File: src/rtl/wb_arbiter.sv
// Write-back arbiter: queues ALU/load write-backs in order and owns the register file write port.
// Optional WB_BYPASS_EN adds fwd_data1/fwd_data2 carrying the youngest pending value per checked register.
module wb_arbiter #(
    parameter int DEPTH = 4
) (
    input  logic        clk,
    input  logic        rst,
    input  logic        mem_valid,
    output logic        mem_ready,
    input  logic [4:0]  mem_reg,
    input  logic [31:0] mem_data,
    input  logic        alu_valid,
    output logic        alu_ready,
    input  logic [4:0]  alu_reg,
    input  logic [31:0] alu_data,
    output logic        reg_write,
    output logic [4:0]  write_register,
    output logic [31:0] write_data,
    input  logic [4:0]  chk_reg1,
    input  logic [4:0]  chk_reg2,
    output logic        busy1,
    output logic        busy2
`ifdef WB_BYPASS_EN
    ,
    output logic [31:0] fwd_data1,
    output logic [31:0] fwd_data2
`endif
);

    localparam int PW = $clog2(DEPTH);
    localparam int CW = PW + 1;

    logic [4:0]    regQ  [DEPTH];
    logic [31:0]   dataQ [DEPTH];
    logic [PW-1:0] rdPtr, wrPtr, aluSlot;
    logic [CW-1:0] count, freeSlots;
    logic          memPush, aluPush, pop;

    // Readiness looks only at the registered count; a same-cycle drain is not credited.
    assign freeSlots = CW'(DEPTH) - count;
    assign mem_ready = (freeSlots != '0);
    assign alu_ready = (freeSlots >= CW'(2)) | ((freeSlots != '0) & !mem_valid);

    // Writes to r0 complete the handshake but never occupy a slot.
    assign memPush = mem_valid & mem_ready & (mem_reg != 5'd0);
    assign aluPush = alu_valid & alu_ready & (alu_reg != 5'd0);
    assign pop     = (count != '0);
    assign aluSlot = wrPtr + PW'(memPush);

    // Queue storage needs no reset: only entries inside count are ever observed.
    always_ff @(posedge clk) begin
        if (memPush) begin
            regQ[wrPtr]  <= mem_reg;
            dataQ[wrPtr] <= mem_data;
        end
        if (aluPush) begin
            regQ[aluSlot]  <= alu_reg;
            dataQ[aluSlot] <= alu_data;
        end
    end

    // Pointers, occupancy and the registered write port.
    always_ff @(posedge clk or posedge rst) begin
        if (rst) begin
            rdPtr          <= '0;
            wrPtr          <= '0;
            count          <= '0;
            reg_write      <= 1'b0;
            write_register <= 5'd0;
            write_data     <= 32'd0;
        end else begin
            rdPtr <= rdPtr + PW'(pop);
            wrPtr <= wrPtr + PW'(memPush) + PW'(aluPush);
            count <= count + CW'(memPush) + CW'(aluPush) - CW'(pop);
            if (pop) begin
                reg_write      <= 1'b1;
                write_register <= regQ[rdPtr];
                write_data     <= dataQ[rdPtr];
            end else begin
                reg_write <= 1'b0;
            end
        end
    end

    logic [4:0]    chkReg [2];
    logic          hit    [2];
    logic [PW-1:0] idx;
`ifdef WB_BYPASS_EN
    logic [31:0]   fwd    [2];
`endif

    assign chkReg[0] = chk_reg1;
    assign chkReg[1] = chk_reg2;

    // Scan oldest to youngest so the last match (nearest wrPtr) supplies the forwarded value;
    // the output stage counts as older than every queued entry.
    always_comb begin
        idx = '0;
        for (int n = 0; n < 2; n++) begin
            hit[n] = 1'b0;
`ifdef WB_BYPASS_EN
            fwd[n] = 32'd0;
`endif
            if (reg_write && (write_register == chkReg[n])) begin
                hit[n] = 1'b1;
`ifdef WB_BYPASS_EN
                fwd[n] = write_data;
`endif
            end
            for (int k = 0; k < DEPTH; k++) begin
                idx = rdPtr + PW'(k);
                if ((CW'(k) < count) && (regQ[idx] == chkReg[n])) begin
                    hit[n] = 1'b1;
`ifdef WB_BYPASS_EN
                    fwd[n] = dataQ[idx];
`endif
                end
            end
            if (chkReg[n] == 5'd0) begin
                hit[n] = 1'b0;
`ifdef WB_BYPASS_EN
                fwd[n] = 32'd0;
`endif
            end
        end
    end

    assign busy1 = hit[0];
    assign busy2 = hit[1];
`ifdef WB_BYPASS_EN
    assign fwd_data1 = fwd[0];
    assign fwd_data2 = fwd[1];
`endif

endmodule

File: config.mk
export PLATFORM = sky130hd
export DESIGN_NAME = wb_arbiter
export DESIGN_NICKNAME = d
export VERILOG_FILES = /design/src/rtl/wb_arbiter.sv
export SDC_FILE = /design/constraint.sdc
export NUM_CORES = 1
export LEC_CHECK = 0
export CORE_ASPECT_RATIO = 0.6
export CORE_MARGIN = 2
export CORE_UTILIZATION = 40
export CTS_BUF_LIST = sky130_fd_sc_hd__clkbuf_8
export CTS_CLUSTER_DIAMETER = 40
export DETAILED_ROUTE_END_ITERATION = 10
export SYNTH_ARGS = -nofsm -noshare
export SYNTH_HDL_FRONTEND = slang
export SYNTH_SLANG_ARGS = --single-unit
File: constraint.sdc
create_clock -name clk -period 7.3 [get_ports clk]
set_clock_uncertainty 0.15 [all_clocks]
set_input_delay 1.46 -clock clk [delete_from_list [all_inputs] [get_ports clk]]
set_output_delay 1.46 -clock clk [all_outputs]
set_load 0.005 [all_outputs]
==> impl_metrics.yaml, run 1 <==
global_routing:
  gr-usage-met2_pct: 31.8
  grt_max_degree: 66
  gr-usage-met3_pct: 5.36
  gr-total-overflow: 0
  busiest_layer: "met2"
  grt_pass1_vias: 6580
  use_met1_pct: 30.0
  gr-usage-all-layers_pct: 20.8
  antenna_found_initial: 3
  grt_pass1_wl_mm: 41.1
drt:
  drtIter0Drc: 411
  drt_wl_total_mm: 27.6
  vias_per_cell: 5.36
  drc: 0
  wl_per_cell_um: 23.4
  via_count: 6321
  dr.pass1.iters: 4
  route.antenna.remaining_nets: 0
logic_synthesis:
  synthFlopType: "edfxtp_1"
  async_reset_ff_share_pct: 23.3
  synth_most_common_cell: "edfxtp_1"
  synth_commonest_cells: "148 x edfxtp_1, 113 x nand2_1, 111 x mux2_2"
  synth_edf_count: 148
  syn_inst: 698
  ys_types: 48
  syn_nets: 798
  synth-seq-cells: 193
  yosysSeqAreaShare_pct: 53.4
  synth.largest_area_cell: "edfxtp_1"
  syn_area_mm2: 0.0104
  avgSynthCellArea_um2: 15.0
  synth.top_cell.area_share_pct: 42.6
  synth_area_leaders: "edfxtp_1 43%, mux2_2 12%, dfrtp_1 11%, mux4_2 11%, mux2_4 4.6%"
  yosys_warnings: 0
final_layout:
  syn2layout_area_growth_pct: 18.8
  drive_gt1_share_pct: 30.1
  fill_cells: 2250
  layout.nets: 912
pwr:
  pwr-share-seq_pct: 39.6
  worst_ir_drop_vdd_mv: 0.214
  switchingPower_w: 0.00206
  swShare_pct: 37.3
  clockPowerShare_pct: 12.3
  power_density_mw_per_mm2: 446
  comb_power_share_pct: 48.1
  p_int_w: 0.00347
  p_leak_nw: 4.45
sta:
  worst_slew_pin_slew_ns: 1.04
  fin_crit_sh_pct: 75.8
  whs_ns: 0.328
  fmax_ghz: 0.181
  hold_viol: 0
  rsz0062_at_grt: "false"
  period_minus_slack_ns: 5.53
  tns_ns: 0
  final_max_slew_viol_count: 0
  maxSlewHeadroom_pct: 30.9
  setup_violations: 0
job:
  maxCapViolCount: 0
cts:
  ctsRootBufferMaster: "clkbuf_8"
  post_cts_buffers: 0
  insertion_delay_ns: 0.47
  cts_tree: "yes"
  cts_resized: 0
  ctsHtreeMaxLevel: 4
  cts_buffers: 17
  cts_buffer_depth: 2
  cts.clk_slew.worst_paths_ns: 0.09
  clock-sinks: 193
  cts_hold_buffers: 0
setup_path:
  cp_max_fo: 8
  crit_top_cell: "clkdlybuf4s50_1"
  critical_path_class: "primary input to primary output"
  critPathMaxStageDelay_ns: 0.76
  cp-start-kind: "primary input"
  timing.rr.start: "count[1]$_DFF_PP0_"
  end_kind: "primary output"
  r2r_cells: 8
  cp_slowest_cell: "clkdlybuf4s50_1"
  regToRegEndpoint: "count[1]$_DFF_PP0_"
  arrival_ns: 3.92
  required_ns: 5.69
  ff2ff_setup_slack_ns: 3.42
  path_cells: "clkdlybuf4s50_1 > xnor2_1 > nor4_1 > mux2i_1 > o311ai_1 > a2bb2oi_1 > clkdlybuf4s50_1"
floorplan:
  core_mm2: 0.0254
  fp-row-count: 45
  fp.dieW_um: 213
  start_util_pct: 41.0
  io_pins: 130
  fp.dieH_um: 129
  die-area_mm2: 0.0274
placed_design:
  globalplace.congestion: 0.893
  port_buffers: 129
  place_hpwl_mm: 18.3
status:
  status: "completed"
worst_hold_path:
  holdCritPathClass: "flip-flop to flip-flop"
  hold-path-endpoint: "write_data[13]$_DFFE_PP0N_"
  worstHoldStart: "write_data[13]$_DFFE_PP0N_"
  min_path_cells: 2
[per-stage QoR]
stage | worst slack [ns] | total power (W) | utilization, % | cell area [um^2] | instances
global placement | 1.76 | 0.00485 | 47.3 | 12000 | 1145
global route | 1.63 | 0.00585 | 48.7 | 12400 | 1177
CTS | 1.83 | 0.00558 | 48.7 | 12400 | 1177
finish | 1.77 | 0.00553 | 48.7 | 12400 | 1179
floorplan | 2.00 | 0.00393 | - | 10400 | 698
detailed placement | 1.84 | 0.00489 | 47.3 | 12000 | 1145
[flip-flops by register name, summed over array words and instances (netlist names)]
name,cells
wrPtr,2
rdPtr,2
dataQ,128
regQ,20
reg_write,1
count,3
write_data,32
write_register,5
[critical path: cells and delay by family]
kind,cells,cell delay (ns)
xor+xnor,1,0.17
compound gates,2,0.57
mux,1,0.13
buf+inv,2,1.29
simple gates,1,0.30
[power groups by stage]
stage / logic, W / clock network, W / registers [W]
after floorplan: 0.00190 / 0 / 0.00203
after global placement: 0.00267 / 0 / 0.00219
after detailed placement: 0.00267 / 0 / 0.00222
after CTS: 0.00269 / 0.000699 / 0.00220
after global routing: 0.00287 / 0.000731 / 0.00226
final: 0.00266 / 0.000680 / 0.00219
[worst max-delay path by stage]
stage / end / from / slack (ns)
final: busy1 / chk_reg1[2] / 1.77
after global routing: busy1 / chk_reg1[2] / 1.63
after CTS: busy1 / chk_reg1[2] / 1.83
after detailed placement: dataQ[0][0]$_DFFE_PP_ / mem_reg[1] / 1.84
after global placement: busy1 / chk_reg1[3] / 1.76
after floorplan: dataQ[0][0]$_DFFE_PP_ / mem_reg[1] / 2.00
[layer usage]
layer,up-vias,routed length [um]
li1,2844,-
met1,3286,13200
met2,178,12500
met3,13,1700
met4,0,202
met5,-,0
[placed cells by master, fill, tap and decap left out, types with 8 or more instances in the layout]
| master | instances |
|---|---|
| mux2_1 | 8 |
| mux2i_1 | 11 |
| clkbuf_8 | 17 |
| inv_1 | 18 |
| clkdlybuf4s50_1 | 129 |
| buf_4 | 10 |
| mux2_4 | 32 |
| xor2_1 | 15 |
| dfrtp_1 | 43 |
| ha_1 | 9 |
| nand2_1 | 113 |
| mux4_2 | 50 |
| mux2_2 | 111 |
| xnor2_1 | 40 |
| edfxtp_1 | 148 |
[cell families after synthesis]
kind of cell / share of synthesized area [%]
DFF: 53.4
and+or+nand+nor: 5.83
xor gates and xnor gates: 4.62
muxes: 29.7
adders and majority gates: 1.58
AOI/OAI and AO/OA: 1.73
buffers and inverters: 3.20
[cell type report]
| class | instances | area (um^2) | area share (%) |
|---|---|---|---|
| Timing Repair Buffer | 139 | 1370 | 11.0 |
| Tap cell | 352 | 440 | 3.55 |
| Clock inverter | 15 | 129 | 1.04 |
| Inverter | 16 | 60.1 | 0.484 |
| Sequential cell | 193 | 5580 | 45.0 |
| Clock buffer | 17 | 234 | 1.89 |
| Multi-Input combinational cell | 445 | 4590 | 37.0 |
| Antenna cell | 2 | 5.00 | 0.0404 |
(Power assumes the default switching activity.)
==> run 2, diff against run 1 <==
==> constraint.sdc (replaced) <==
create_clock -name clk -period 4.7 [get_ports clk]
set_clock_uncertainty 0.15 [all_clocks]
set_input_delay 0.94 -clock clk [delete_from_list [all_inputs] [get_ports clk]]
set_output_delay 0.94 -clock clk [all_outputs]
set_load 0.005 [all_outputs]
==> run 2 against run 1 <==
  * Final cell count rose by 1.2%
  * Largest power group unchanged
  * Sequential power is 50% higher
  * Die area unchanged
  * Highest routed layer is now met5
  * Worst hold slack better by 0.0020 ns
  * Design area increased by 2.3%
  * Critical path depth unchanged
==> impl_metrics.yaml, run 2 (synthesis gave the netlist of run 1 again) <==
placed_design:
  globalplace.congestion: 0.970
  placedCellCount: 1160
  place_ws_ns: 0.393
  place_hpwl_mm: 17.9
  port_buffers: 129
drt:
  drt_wl_total_mm: 27.0
  vias_per_cell: 5.31
  via_count: 6337
  dr.pass1.iters: 7
  drtIter0Drc: 375
  route.antenna.remaining_nets: 0
  wl_per_cell_um: 22.6
  drc: 0
setup_path:
  timing.rr.start: "count[1]$_DFF_PP0_"
  path_cells: "mux4_2 > xnor2_1 > nand4_1 > nor3_1 > a31oi_1 > a21oi_1 > clkdlybuf4s50_1"
  cp_max_fo: 24
  path_buf_inv: 1
  regToRegEndpoint: "dataQ[1][11]$_DFFE_PP_"
  critical_path_class: "flip-flop to primary output"
  end_kind: "primary output"
  r2r_cells: 11
  critPathMaxStageDelay_ns: 0.72
  cp_slowest_cell: "dfrtp_4"
  arrival_ns: 3.33
  cp-start-kind: "flip-flop"
  cp_top_family: "flip-flops"
  required_ns: 3.61
  ff2ff_setup_slack_ns: 1.51
final_layout:
  drive_gt1_share_pct: 31.7
  layout_commonest_cell: "edfxtp_1"
  final_cells: 1193
  largest_register_ffs: 128
  layout.nets: 927
  syn2layout_area_growth_pct: 21.5
  multi_input_area_mm2: 0.00459
  seq_area_mm2: 0.00558
  largest_registers: "dataQ x128, write_data x32, regQ x20"
  fill_cells: 2175
  top_register: "dataQ"
  final_cell_mix: "148 x edfxtp_1, 129 x clkdlybuf4s50_1, 113 x nand2_1"
floorplan:
  core_mm2: 0.0254
  fp-row-count: 45
  die-area_mm2: 0.0274
  fp.dieW_um: 213
  io_pins: 130
  fp.dieH_um: 129
  start_util_pct: 41.0
cts:
  ctsHtreeMaxLevel: 4
  post_cts_buffers: 0
  insertion_delay_ns: 0.47
  ctsRootBufferMaster: "clkbuf_8"
  cts.clk_slew.worst_paths_ns: 0.10
  cts_buffers: 17
  cts_tree: "yes"
  cts_resized: 0
  cts_hold_buffers: 0
  clock-sinks: 193
  cts_buffer_depth: 2
global_routing:
  gr-usage-all-layers_pct: 20.5
  gr-total-overflow: 0
  grt_max_degree: 40
  grt_pass1_wl_mm: 40.9
  grt_pass1_vias: 6544
  antenna_found_initial: 2
sta:
  hold_viol: 0
  rsz0062_at_grt: "false"
  fin_crit_sh_pct: 94.1
  whs_ns: 0.330
  worst_slew_pin_slew_ns: 0.673
  maxSlewHeadroom_pct: 55.2
  fmax_ghz: 0.226
  fin_ws_ns: 0.277
  setup_violations: 0
  period_minus_slack_ns: 4.42
  final_max_slew_viol_count: 0
pwr:
  swShare_pct: 36.3
  power_density_mw_per_mm2: 700
  p_leak_nw: 4.56
  pwr-share-seq_pct: 37.0
  comb_power_share_pct: 49.3
  worst_ir_drop_vdd_mv: 0.287
  switchingPower_w: 0.00323
  p_int_w: 0.00565
  clockPowerShare_pct: 13.6
worst_hold_path:
  min_path_cells: 2
  hold-path-endpoint: "write_data[8]$_DFFE_PP0N_"
  holdCritPathClass: "flip-flop to flip-flop"
  worstHoldStart: "write_data[8]$_DFFE_PP0N_"
job:
  maxCapViolCount: 0
status:
  status: "completed"
run 2: tightest hold or removal path: cells and delay by family, from the launching register on:
family / cells / cell delay [ns]
AND/OR/NAND/NOR: 2 / 0.10
flip-flops: 1 / 0.36
run 2: power groups by stage:
stage	registers [W]	clock network, W	logic [W]
after floorplan	0.00315	0	0.00295
after global placement	0.00327	0	0.00441
after detailed placement	0.00333	0	0.00441
after CTS	0.00330	0.00124	0.00444
after global routing	0.00338	0.00130	0.00473
final	0.00329	0.00121	0.00438
run 2: how the worst max path moves through the flow:
stage	slack, ns	to	cells past startpoint	from
after floorplan	-0.08	dataQ[0][0]$_DFFE_PP_	4	mem_reg[1]
after global placement	0.35	busy1	7	chk_reg1[4]
after CTS	0.23	busy2	7	rdPtr[0]$_DFF_PP0_
after global routing	0.03	busy2	7	rdPtr[0]$_DFF_PP0_
after detailed placement	0.39	busy1	7	chk_reg1[4]
final	0.28	busy2	7	rdPtr[0]$_DFF_PP0_
run 2: per-stage QoR:
stage / cell area (um^2) / util [%] / TNS [ns] / power [W]
after floorplan: 10400 / - / -6.02 / 0.00610
after global placement: 12200 / 48.1 / 0 / 0.00768
after detailed placement: 12200 / 48.1 / 0 / 0.00774
after CTS: 12700 / 49.8 / 0 / 0.00898
after global routing: 12700 / 49.8 / 0 / 0.00941
final: 12700 / 49.8 / 0 / 0.00888
run 2: final cells by class:
type | instances | share of cell area (%)
inverter | 16 | 0.474
antenna | 1 | 0.0197
clock buffer | 18 | 1.95
sequential | 193 | 44.0
multi-input combinational | 445 | 36.2
clock inverter | 14 | 1.47
timing repair buffer | 154 | 12.4
tap | 352 | 3.47
run 2: routing by layer:
metal | part of all wire, % | routed length, um | global-route usage (%) | vias to the layer above
met5 | 0.048 | 13 | 0 | -
met1 | 49 | 13100 | 29.5 | 3299
li1 | - | - | - | 2884
met4 | 0.43 | 116 | 3.58 | 2
met2 | 45 | 12300 | 31.5 | 141
met3 | 5.3 | 1440 | 5.79 | 11
